`config.mk`:
```
export PLATFORM = sky130hd
export DESIGN_NAME = ps2_key_scanner
export DESIGN_NICKNAME = d
export VERILOG_FILES = /design/src/rtl/ps2_key_scanner.sv
export SDC_FILE = /design/constraint.sdc
export NUM_CORES = 1
export LEC_CHECK = 0
export CAP_MARGIN = 20
export CORE_MARGIN = 8
export CORE_UTILIZATION = 63
export CTS_BUF_LIST = sky130_fd_sc_hd__clkbuf_8
export DETAILED_ROUTE_END_ITERATION = 12
export GPL_TIMING_DRIVEN = 0
export PLACE_DENSITY = 0.95
export SYNTH_ARGS = -nofsm -noshare
export SYNTH_HDL_FRONTEND = slang
export SYNTH_SLANG_ARGS = --single-unit
```
`constraint.sdc`:
```
create_clock -name clk -period 4.59 [get_ports clk]
set_clock_uncertainty 0.15 [all_clocks]
set_input_delay 0.918 -clock clk [delete_from_list [all_inputs] [get_ports clk]]
set_output_delay 0.918 -clock clk [all_outputs]
set_load 0.1 [all_outputs]
```
`src/rtl/ps2_key_scanner.sv`:
```
// ps2_key_scanner
//   Receives PS/2 keyboard frames on raw, asynchronous ps2_clk/ps2_data
//   lines and keeps a held-down level for each entry of a small keymap.
//   Scan code set 2 framing is assumed: optional E0 (extended) prefix,
//   optional F0 (break) prefix, then the key code.
//
//   The PS/2 lines are oversampled on clk. Each line passes through a
//   2-flop synchroniser and a FILTER_LEN-deep agreement filter. Falling
//   edges of the filtered clock shift bits into an 11-bit frame. Good bytes
//   drive a prefix decoder FSM, and the FSM triggers keymap lookups.
//
// Parameters
//   NUM_KEYS       number of tracked keys (1..32)
//   FILTER_LEN     glitch filter depth in clk cycles (>= 2)
//   TIMEOUT_CYCLES max clk cycles allowed between PS/2 clock falls in a frame
//   KEYMAP         entry i = KEYMAP[9i+8:9i] = {ext, code}
//
// Ports
//   clk          system clock, all logic on its rising edge
//   rst_n        asynchronous active-low reset
//   ps2_clk      raw PS/2 clock (asynchronous)
//   ps2_data     raw PS/2 data (asynchronous)
//   keys         held-down level per keymap entry
//   key_press    one-cycle pulse when a released key is made
//   key_release  one-cycle pulse when a held key is broken
//   byte_valid   one-cycle pulse: a good byte is on byte_data
//   byte_data    last good received byte
//   frame_err    one-cycle pulse on framing/parity error or timeout
//   dbg_state    decoder FSM state (BASE=0, EXT=1, BRK=2, EXT_BRK=3)
//
// Handshake: none of the outputs take backpressure. byte_valid, key_press,
// key_release and frame_err are single-cycle strobes that are valid only
// in the cycle they are high. A consumer that misses a strobe loses it.
// keys and byte_data are levels that hold until the next update.
module ps2_key_scanner #(
  parameter int NUM_KEYS       = 8,
  parameter int FILTER_LEN     = 8,
  parameter int TIMEOUT_CYCLES = 200000,
  parameter logic [9*NUM_KEYS-1:0] KEYMAP = {
    1'h1, 8'h72,  // 7 Down
    1'h1, 8'h75,  // 6 Up
    1'h0, 8'h2D,  // 5 R
    1'h0, 8'h29,  // 4 Space
    1'h0, 8'h1D,  // 3 W
    1'h0, 8'h1B,  // 2 S
    1'h0, 8'h1C,  // 1 A
    1'h0, 8'h23   // 0 D
  }
) (
  input  logic                clk,
  input  logic                rst_n,
  input  logic                ps2_clk,
  input  logic                ps2_data,
  output logic [NUM_KEYS-1:0] keys,
  output logic [NUM_KEYS-1:0] key_press,
  output logic [NUM_KEYS-1:0] key_release,
  output logic                byte_valid,
  output logic [7:0]          byte_data,
  output logic                frame_err,
  output logic [1:0]          dbg_state
);

  localparam int TO_W = $clog2(TIMEOUT_CYCLES + 1);

  localparam logic [7:0] CODE_EXT = 8'hE0;
  localparam logic [7:0] CODE_BRK = 8'hF0;

  // --------------------------------------------------------------------
  // Synchronisers and glitch filters. Everything resets to 1 because the
  // PS/2 bus idles high.
  // --------------------------------------------------------------------
  logic [1:0]            clk_sync;
  logic [1:0]            data_sync;
  logic [FILTER_LEN-1:0] clk_taps;
  logic [FILTER_LEN-1:0] data_taps;
  logic                  clk_filt;
  logic                  data_filt;
  logic                  clk_filt_d;
  logic                  ps2_fall;

  always_ff @(posedge clk or negedge rst_n) begin
    if (!rst_n) begin
      clk_sync  <= 2'b11;
      data_sync <= 2'b11;
      clk_taps  <= '1;
      data_taps <= '1;
    end else begin
      clk_sync  <= {clk_sync[0], ps2_clk};
      data_sync <= {data_sync[0], ps2_data};
      clk_taps  <= {clk_taps[FILTER_LEN-2:0], clk_sync[1]};
      data_taps <= {data_taps[FILTER_LEN-2:0], data_sync[1]};
    end
  end

  // A filtered level changes only when every tap agrees. Anything shorter
  // than FILTER_LEN cycles leaves the previous level in place.
  always_ff @(posedge clk or negedge rst_n) begin
    if (!rst_n) begin
      clk_filt   <= 1'b1;
      data_filt  <= 1'b1;
      clk_filt_d <= 1'b1;
    end else begin
      if (&clk_taps) begin
        clk_filt <= 1'b1;
      end else if (~|clk_taps) begin
        clk_filt <= 1'b0;
      end
      if (&data_taps) begin
        data_filt <= 1'b1;
      end else if (~|data_taps) begin
        data_filt <= 1'b0;
      end
      clk_filt_d <= clk_filt;
    end
  end

  assign ps2_fall = clk_filt_d & ~clk_filt;

  // --------------------------------------------------------------------
  // Frame receiver.
  // frame_sr is shifted right on each of the first ten edges. After the
  // tenth edge it holds {parity, D7..D0, start}. The stop bit is not
  // stored: it is the live filtered data level on the eleventh edge.
  // --------------------------------------------------------------------
  logic [3:0]      bit_cnt;
  logic [9:0]      frame_sr;
  logic [TO_W-1:0] to_cnt;
  logic            frame_ok;
  logic            timeout_hit;

  assign frame_ok = (frame_sr[0] == 1'b0) && data_filt && (^frame_sr[9:1]);

  assign timeout_hit = (bit_cnt != 4'd0) && (to_cnt == TO_W'(TIMEOUT_CYCLES));

  always_ff @(posedge clk or negedge rst_n) begin
    if (!rst_n) begin
      bit_cnt    <= 4'd0;
      frame_sr   <= '0;
      to_cnt     <= '0;
      byte_valid <= 1'b0;
      byte_data  <= 8'h00;
      frame_err  <= 1'b0;
    end else begin
      byte_valid <= 1'b0;
      frame_err  <= 1'b0;
      if (ps2_fall) begin
        to_cnt <= '0;
        if (bit_cnt == 4'd10) begin
          bit_cnt <= 4'd0;
          if (frame_ok) begin
            byte_valid <= 1'b1;
            byte_data  <= frame_sr[8:1];
          end else begin
            frame_err <= 1'b1;
          end
        end else begin
          frame_sr <= {data_filt, frame_sr[9:1]};
          bit_cnt  <= bit_cnt + 4'd1;
        end
      end else if (bit_cnt == 4'd0) begin
        to_cnt <= '0;
      end else if (timeout_hit) begin
        // A stalled frame is dropped. The frame_err pulse also sends the
        // decoder back to BASE, so any pending prefix is cleared.
        bit_cnt   <= 4'd0;
        to_cnt    <= '0;
        frame_err <= 1'b1;
      end else begin
        to_cnt <= to_cnt + TO_W'(1);
      end
    end
  end

  // --------------------------------------------------------------------
  // Prefix decoder FSM. It advances only on byte_valid or frame_err.
  // --------------------------------------------------------------------
  typedef enum logic [1:0] {
    ST_BASE    = 2'd0,
    ST_EXT     = 2'd1,
    ST_BRK     = 2'd2,
    ST_EXT_BRK = 2'd3
  } dec_state_t;

  dec_state_t state_q;
  dec_state_t state_d;
  logic       do_lookup;
  logic       lk_ext;
  logic       lk_brk;

  always_ff @(posedge clk or negedge rst_n) begin
    if (!rst_n) begin
      state_q <= ST_BASE;
    end else begin
      state_q <= state_d;
    end
  end

  always_comb begin
    state_d   = state_q;
    do_lookup = 1'b0;
    lk_ext    = (state_q == ST_EXT) || (state_q == ST_EXT_BRK);
    lk_brk    = (state_q == ST_BRK) || (state_q == ST_EXT_BRK);
    if (frame_err) begin
      state_d = ST_BASE;
    end else if (byte_valid) begin
      if (byte_data == CODE_EXT) begin
        // A fresh E0 always restarts an extended sequence. A stray F0
        // seen before it is dropped.
        state_d = ST_EXT;
      end else if (byte_data == CODE_BRK) begin
        case (state_q)
          ST_BASE: state_d = ST_BRK;
          ST_EXT:  state_d = ST_EXT_BRK;
          default: state_d = state_q;
        endcase
      end else begin
        do_lookup = 1'b1;
        state_d   = ST_BASE;
      end
    end
  end

  assign dbg_state = state_q;

  // --------------------------------------------------------------------
  // Keymap lookup. Every matching entry is updated, so duplicate entries
  // move together.
  // --------------------------------------------------------------------
  logic [NUM_KEYS-1:0] match;
  logic [NUM_KEYS-1:0] keys_d;
  logic [NUM_KEYS-1:0] press_d;
  logic [NUM_KEYS-1:0] release_d;

  always_comb begin
    match = '0;
    for (int i = 0; i < NUM_KEYS; i++) begin
      match[i] = (KEYMAP[9*i +: 9] == {lk_ext, byte_data});
    end
  end

  always_comb begin
    keys_d    = keys;
    press_d   = '0;
    release_d = '0;
    if (do_lookup) begin
      if (lk_brk) begin
        release_d = match & keys;
        keys_d    = keys & ~match;
      end else begin
        // Typematic repeats re-make a held key. Only the first make pulses.
        press_d = match & ~keys;
        keys_d  = keys | match;
      end
    end
  end

  always_ff @(posedge clk or negedge rst_n) begin
    if (!rst_n) begin
      keys        <= '0;
      key_press   <= '0;
      key_release <= '0;
    end else begin
      keys        <= keys_d;
      key_press   <= press_d;
      key_release <= release_d;
    end
  end

endmodule
```
Word-level counts from Yosys, hierarchy flattened
Cells that the tools add are included.
{"block": "op_classes", "reduce_logical": 19, "n_eq_ne": 19, "addsub": 2, "bitwise": 10, "mux": 33}
{"op": "$mux W18", "count": 3}
{"op": "$mux W8", "count": 5}
{"op": "$eq A5 B9 Y1 const A", "count": 3}
{"op": "$eq A6 B9 Y1 const A", "count": 3}
{"op": "$and A8 B8 Y8", "count": 3}
{"op": "$add A18 B1 Y18 const B", "count": 1}
{"op": "$eq A18 B18 Y1 const B", "count": 1}
{"op": "$eq A9 B9 Y1 const A", "count": 2}
{"op": "$eq A8 B8 Y1 const B", "count": 2}
{"op": "$mux W1", "count": 16}
{"op": "$mux W4", "count": 4}
{"op": "$not A8 Y8", "count": 2}
{"op": "$reduce_and A8 Y1", "count": 2}
{"op": "$reduce_or A8 Y1", "count": 2}
{"op": "$reduce_xor A9 Y1", "count": 1}
{"op": "$mux W2", "count": 4}
{"op": "$or A8 B8 Y8", "count": 1}
{"op": "$ne A2 B2 Y1 const B", "count": 3}
{"op": "$reduce_and A2 Y1", "count": 3}
{"op": "$ne A5 B4 Y1 const B", "count": 1}
{"op": "$add A4 B1 Y4 const B", "count": 1}
{"op": "$eq A2 B2 Y1 const B", "count": 2}
{"op": "$eq A4 B4 Y1 const B", "count": 1}
{"op": "$logic_not A4 Y1", "count": 1}
{"op": "10 further kinds", "count": 16}
{"block": "totals", "input_bits": 4, "output_inout_bits": 36, "ff_bits": 91, "word_cells": 100}

Logic depth before layout (Yosys ltp)
Gate-level depths: netlist of run 1.
{"block": "depth", "word_depth": 6, "ltp_mapped": 7, "ltp_nobuf": 6}

Least setup slack after synthesis of run 1
No wires, ideal clock.
{"block": "synth_path", "path_type": "register to register", "start": "register byte_valid", "end": "register key_press[7]", "path_slack_ns": 2.411, "path_buffers": 0, "arrival_ns": 1.932, "synth_period_minus_slack_ns": 2.179, "stages_incl_launch_ff": 5, "t_required_ns": 4.342, "setup_time_ns": 0.098, "path_cell_list": "dfrtp_1 > nor3b_1 > and2_1 > nor3b_1 > nor3b_1"}
{"block": "synth_between", "elab_chain_len": 3}
{"item": "from (decl)", "line_no": "57", "text": "output logic byte_valid,"}
{"item": "from (signal assigned)", "line_no": "140", "text": "byte_valid <= 1'b0;"}
{"item": "from (signal assigned)", "line_no": "144", "text": "byte_valid <= 1'b0;"}
{"item": "from (signal assigned)", "line_no": "151", "text": "byte_valid <= 1'b1;"}
{"item": "$mux W1", "line_no": "205", "text": "end else if (byte_valid) begin"}
{"item": "$mux W1", "line_no": "203", "text": "if (frame_err) begin"}
{"item": "$mux W8", "line_no": "245", "text": "if (do_lookup) begin"}
{"item": "named net press_d[7]", "line_no": "231", "text": "logic [NUM_KEYS-1:0] press_d;"}
{"item": "to (signal assigned)", "line_no": "264", "text": "key_press <= press_d;"}
{"item": "to (decl)", "line_no": "55", "text": "output logic [NUM_KEYS-1:0] key_press,"}
The timed path passes the listed nets, and every way through them passes these cells.
A chain may end at the register's enable or synchronous reset.

Final worst setup path of run 1
{"block": "layout_path", "start": "register byte_data[0]", "end": "output port byte_data[0]"}
{"item": "from (decl)", "line_no": "58", "text": "output logic [7:0] byte_data,"}
{"item": "from (signal assigned)", "line_no": "152", "text": "byte_data <= frame_sr[8:1];"}
No word-level cell between the ends.

==> flow_summary.ini, run 1 <==
[sta]
min_period_over_period_pct = 68.0
worst_slew_pin_slew_ns = 1.01
slew-limit-headroom_pct = 32.4
fin_ws_ns = 1.47
hold_viol_final = 0
report.final.slew_viol_count = 0
post-route-min-period_ns = 3.12
setup_viol = 0
hold-worst-slack_ns = 0.208
rsz0062_at_grt = false
max_freq_mhz = 321

[worst_hold_path]
whs_path_depth = 0
hold-path-endpoint = data_taps[0]
hold_path.class = flip-flop to flip-flop
worstHoldStart = data_sync[1]

[setup_path]
end_kind = output pin
r2r-end = byte_data[7]
crit_required_ns = 3.52
worst_ep_arrival_time_ns = 2.05
path_class = flip-flop to output pin
r2r_cells = 4
critPathMaxStageDelay_ns = 1.19
slowest_stage = clkdlybuf4s50_1
cp_max_fo = 9
crit_path_start_kind = flip-flop
path_cells = clkdlybuf4s50_1
critPathTopFamily = buffers and inverters
reg2reg_from = data_filt
critical_path_buf_inv_count = 1
rrSetupSlack_ns = 2.26

[floorplan]
initial_core_util_pct = 64.7
die-width_um = 93.5
rows = 28
dieArea_mm2 = 0.00874
ios = 40
die_h_um = 93.5
core_area_mm2 = 0.00585

[power]
p_leak_nw = 2.03
power.density_mw_per_mm2 = 399
p_sw_share_pct = 26.1
clkPwrFrac_pct = 35.4
p_seq_share_pct = 50.1
total_switching_power_mw = 0.471
p_int_mw = 1.34
power_mw = 1.81
comb_power_share_pct = 14.5
peakVddDrop_v = 0.000243

[synthesis]
syn_area_mm2 = 0.00378
synth.distinct_cells = 41
synth_enable_flop_cells = 0
yosysSeqAreaShare_pct = 60.9
ys_seq_elements = 91
synth_cells = 328
synth_nets = 337
synth_ff_type = dfrtp_1
async_reset_ff_share_pct = 100
yosysWarnings = 0
synth.avg_cell_area_um2 = 11.5

[clock_network]
cts.clk_slew.worst_paths_ns = 0.09
clk_path_buf_depth = 2
cts_made_buffers = 9
cts_hold_buf = 0
clockRootBuffer = clkbuf_8
htree_levels = 3
cts.repair.resized = 0
cts_sinks = 91
post-cts-setup-buffer-count = 0
insertion_delay_ns = 0.36
cts_tree = done

[drt]
drt_iter0_drc = 124
wl_per_cell_um = 16.4
vias = 2655
drc = 0
drt_first_pass_iters = 4
wirelength_um = 7520
drtAntennaViolNets = 0
viasPerCell = 5.78

[run]
maxCapViolCount = 0

[global_routing]
antenna_found_initial = 0
grt_pass1_vias = 2686
grt_max_degree = 51
gr-usage-all-layers_pct = 18.1
grt_pass1_wl_um = 12500
overflow = 0

[finish]
antenna_cells = 0
syn2layout_area_growth_pct = 19.8
layout.cells.most_common = dfrtp_1
fill_cells = 340
layout.nets = 388
final_cell_mix = dfrtp_1, nand2_1, clkdlybuf4s50_1
drive_gt1_share_pct = 14.1
fin_cells = 459

[placed_design]
dp.cells = 443
place_ws_ns = 1.87
place.gp.congestion = 0.806
portBuffers = 39
dp_hpwl_um = 5190

[status]
status = finished clean
==> power groups by stage <==
| stage | Combinational (mW) | Clock (mW) | Sequential [mW] |
|---|---|---|---|
| after floorplan | 0.202 | 0 | 0.908 |
| after global placement | 0.250 | 0 | 0.916 |
| after detailed placement | 0.259 | 0 | 0.920 |
| after CTS | 0.262 | 0.642 | 0.905 |
| after global routing | 0.292 | 0.679 | 0.913 |
| final | 0.262 | 0.639 | 0.906 |
==> worst reg2reg max path: stages, from the launching register on <==
cell	delay, ns
dfstp_2	0.57
nor4bb_1	0.53
nand3_1	0.22
mux2i_4	0.37
mux2_2	0.39
==> layout make-up <==
cell class | instances | area, um^2 | share of cell area (%)
Clock inverter | 7 | 115 | 2.54
Buffer | 8 | 37.5 | 0.828
Multi-Input combinational cell | 214 | 1380 | 30.5
Inverter | 15 | 56.3 | 1.24
Timing Repair Buffer | 40 | 415 | 9.17
Clock buffer | 9 | 124 | 2.73
Sequential cell | 91 | 2310 | 50.9
Tap cell | 75 | 93.8 | 2.07
==> worst max-delay path by stage <==
stage,end,cells after the start,start
after detailed placement,byte_data[0],1,byte_data[0]
after global placement,to_cnt[6],1,rst_n
final,byte_data[0],1,byte_data[0]
after global routing,byte_data[0],1,byte_data[0]
after floorplan,key_press[7],4,byte_valid
after CTS,byte_data[0],1,byte_data[0]
==> metal layers <==
| metal | wire length, um | part of all wire (%) | up-vias | global-route usage [%] |
|---|---|---|---|---|
| li1 | - | - | 1224 | - |
| met4 | 149 | 2.0 | 0 | 8.86 |
| met2 | 3840 | 51 | 94 | 30.3 |
| met3 | 522 | 6.9 | 18 | 4.89 |
| met1 | 3020 | 40 | 1319 | 20.8 |
| met5 | 0 | 0 | - | 0 |
==> cells in the mapped netlist (3+ instances only) <==
library cell	number	area (um^2)
mux2i_1	7	70.1
clkbuf_1	7	26.3
nor4b_1	4	35.0
nand3_1	12	60.1
xnor2_1	3	26.3
nand4_1	12	75.1
and3_1	5	31.3
nor3_1	8	40.0
nor3b_1	5	37.5
nand3b_1	5	37.5
or3_1	4	25.0
mux2_2	9	101
dfrtp_1	68	1700
nand2b_1	4	25.0
ha_1	5	62.6
o21ai_0	7	35.0
inv_1	15	56.3
or4_1	3	22.5
and3b_1	4	35.0
nor2_1	24	90.1
nand2_1	49	184
xor2_1	12	105
and2_1	3	18.8
dfstp_2	23	604
a21oi_1	7	35.0
==> stage by stage <==
stage               instance area [um^2]  TNS (ns)  util [%]
floorplan                           3780         0         -
global route                        4530         0      77.5
finish                              4530         0      77.5
detailed placement                  4290         0      73.4
CTS                                 4530         0      77.5
global placement                    4270    -38.79      72.9
==> sequential cells by signal, summed over array words and instances, names as in the netlist, 4 cells and up, named ones only <==
name,cells
byte_data,8
frame_sr,10
data_taps,8
bit_cnt,4
clk_taps,8
to_cnt,18
key_press,8
key_release,8
==> kinds of logic (layout without fill, tap and decap cells) <==
logic type | count (synthesis) | after routing | share of synthesized area (%)
and+or+nand+nor | 151 | 151 | 21.0
DFF | 91 | 91 | 60.9
AOI/OAI and AO/OA | 24 | 24 | 4.17
buffers and inverters | 23 | 79 | 2.48
xor gates and xnor gates | 17 | 17 | 4.66
muxes | 17 | 17 | 5.13
adders and majority gates | 5 | 5 | 1.65
No activity file was read; power rests on OpenSTA's default activity.
==> run 2: changes to the inputs <==
CORE_UTILIZATION = 58   (was 63)
PLACE_DENSITY = 0.89   (was 0.95)
clock period = 3.25 ns   (was 4.59 ns; I/O delays follow)
==> flow_summary.ini, run 2 (same netlist as run 1, synthesis figures left out) <==
[global_routing]
met2_usage_pct = 24.7
antenna_found_initial = 0
use_met3_pct = 4.20
gr-usage-all-layers_pct = 16.0
grt_max_degree = 62
use_met1_pct = 19.9
grt_pass1_vias = 2549
grt_pass1_wl_um = 12400
overflow = 0
top_usage_layer = met2

[sta]
worst_slew_pin_slew_ns = 0.987
post-route-min-period_ns = 2.89
rsz0062_at_grt = false
min_period_over_period_pct = 89.0
max_freq_mhz = 346
setup_viol = 0
hold_viol_final = 0
slew-limit-headroom_pct = 34.0
report.final.slew_viol_count = 0

[finish]
fin_area_mm2 = 0.00449
reg_top3 = to_cnt: 18 flops, frame_sr: 10 flops
drive_gt1_share_pct = 14.1
largest_register_ffs = 18
final_cell_mix = dfrtp_1, nand2_1, clkdlybuf4s50_1
layout.cells.most_common = dfrtp_1
layout.nets = 388
regMostFlops = to_cnt
antenna_cells = 0
syn2layout_area_growth_pct = 18.6
fin_cells = 461

[setup_path]
critPathTopFamily = buffers and inverters
crit_required_ns = 2.45
worst_ep_arrival_time_ns = 2.09
end_kind = output pin
path_cells = clkdlybuf4s50_1
path_class = flip-flop to output pin
critPathMaxStageDelay_ns = 1.21
crit_path_start_kind = flip-flop
slowest_stage = clkdlybuf4s50_1
critical_path_buf_inv_count = 1
cp_max_fo = 9

[drt]
vias = 2562
viasPerCell = 5.56
wirelength_um = 7150
wl_per_cell_um = 15.5
drt_iter0_drc = 212
drc = 0
drtAntennaViolNets = 0
drt_first_pass_iters = 4

[clock_network]
cts.clk_slew.worst_paths_ns = 0.09
clockRootBuffer = clkbuf_8
clk_path_buf_depth = 2
cts_sinks = 91
htree_levels = 3
cts_hold_buf = 0
insertion_delay_ns = 0.36
cts.repair.resized = 0
cts_made_buffers = 9
post-cts-setup-buffer-count = 0
cts_tree = done

[power]
p_leak_nw = 2.01
peakVddDrop_v = 0.000365
power.density_mw_per_mm2 = 533

[placed_design]
place.gp.congestion = 0.801
dp.cells = 445
portBuffers = 39
dp_hpwl_um = 5000
placed_area_mm2 = 0.00430

[floorplan]
ios = 40
core_area_mm2 = 0.00631
initial_core_util_pct = 59.9
rows = 29
dieArea_mm2 = 0.00936
die_h_um = 96.8
die-width_um = 96.8

[status]
status = finished clean

[run]
maxCapViolCount = 0

[worst_hold_path]
hold_path.class = input port to async pin
run 2: cell count changes in the layout (fill, tap and decap cells not counted):
cell	before	now
clkinv_2	1	2
bufinv_16	3	1
clkinvlp_4	1	2
run 2: where the power goes:
group | internal (mW) | leakage (nW) | switching (mW)
combinational | 0.168 | 0.734 | 0.202
sequential | 1.21 | 1.18 | 0.0692
clock | 0.353 | 0.0931 | 0.391
run 2: path summary, 6_finish.rpt:
kind,start,endpoint,slack (ns),cells past startpoint
setup / recovery,byte_data[0],byte_data[0],0.36,1
hold / removal,rst_n,dbg_state[0],0.07,1
setup reg to reg,data_filt,byte_data[3],0.96,4
hold reg to reg,clk_sync[0],clk_sync[1],0.20,0
max in group asynchronous,rst_n,clk_taps[1],2.21,2
min in group clk,clk_sync[0],clk_sync[1],0.20,0
run 2: stage by stage:
stage / setup slack [ns] / TNS [ns] / utilization, % / total power [mW] / hold WS (ns)
6_report: 0.359 / 0 / 71.1 / 2.39 / 0.0700
4_1_cts: 0.343 / 0 / 71.1 / 2.41 / 0.0671
2_1_floorplan: 1.07 / 0 / - / 1.57 / 0.195
5_1_grt: 0.301 / 0 / 71.1 / 2.52 / 0.0836
3_3_place_gp: -1.67 / -128.65 / 67.6 / 1.65 / 0.196
3_5_place_dp: 0.770 / 0 / 68.0 / 1.67 / 0.197
run 2: layout make-up:
cell class | count | area (um^2)
plain buffers | 8 | 37.5
clock buffers | 9 | 124
clock inverters | 7 | 67.6
fillers | 452 | 1830
inverters | 15 | 56.3
multi-input cells | 214 | 1380
flip-flops and latches | 91 | 2310
well taps | 77 | 96.3
repair buffers | 40 | 415
run 2: per-layer routing:
metal  routed length, um  part of all wire [%]  vias to the layer above
li1                    -                     -                     1234
met4                 138                   1.9                        0
met5                   0                     0                        -
met3                 335                   4.7                       12
met2                3440                    48                       60
met1                3230                    45                     1256
run 2: worst register-to-register path, stage by stage, from the launching register on:
cell and delay [ns]:
dfstp_2 0.56, nor4bb_1 0.51, nand3_1 0.22, mux2i_4 0.36, mux2_2 0.39
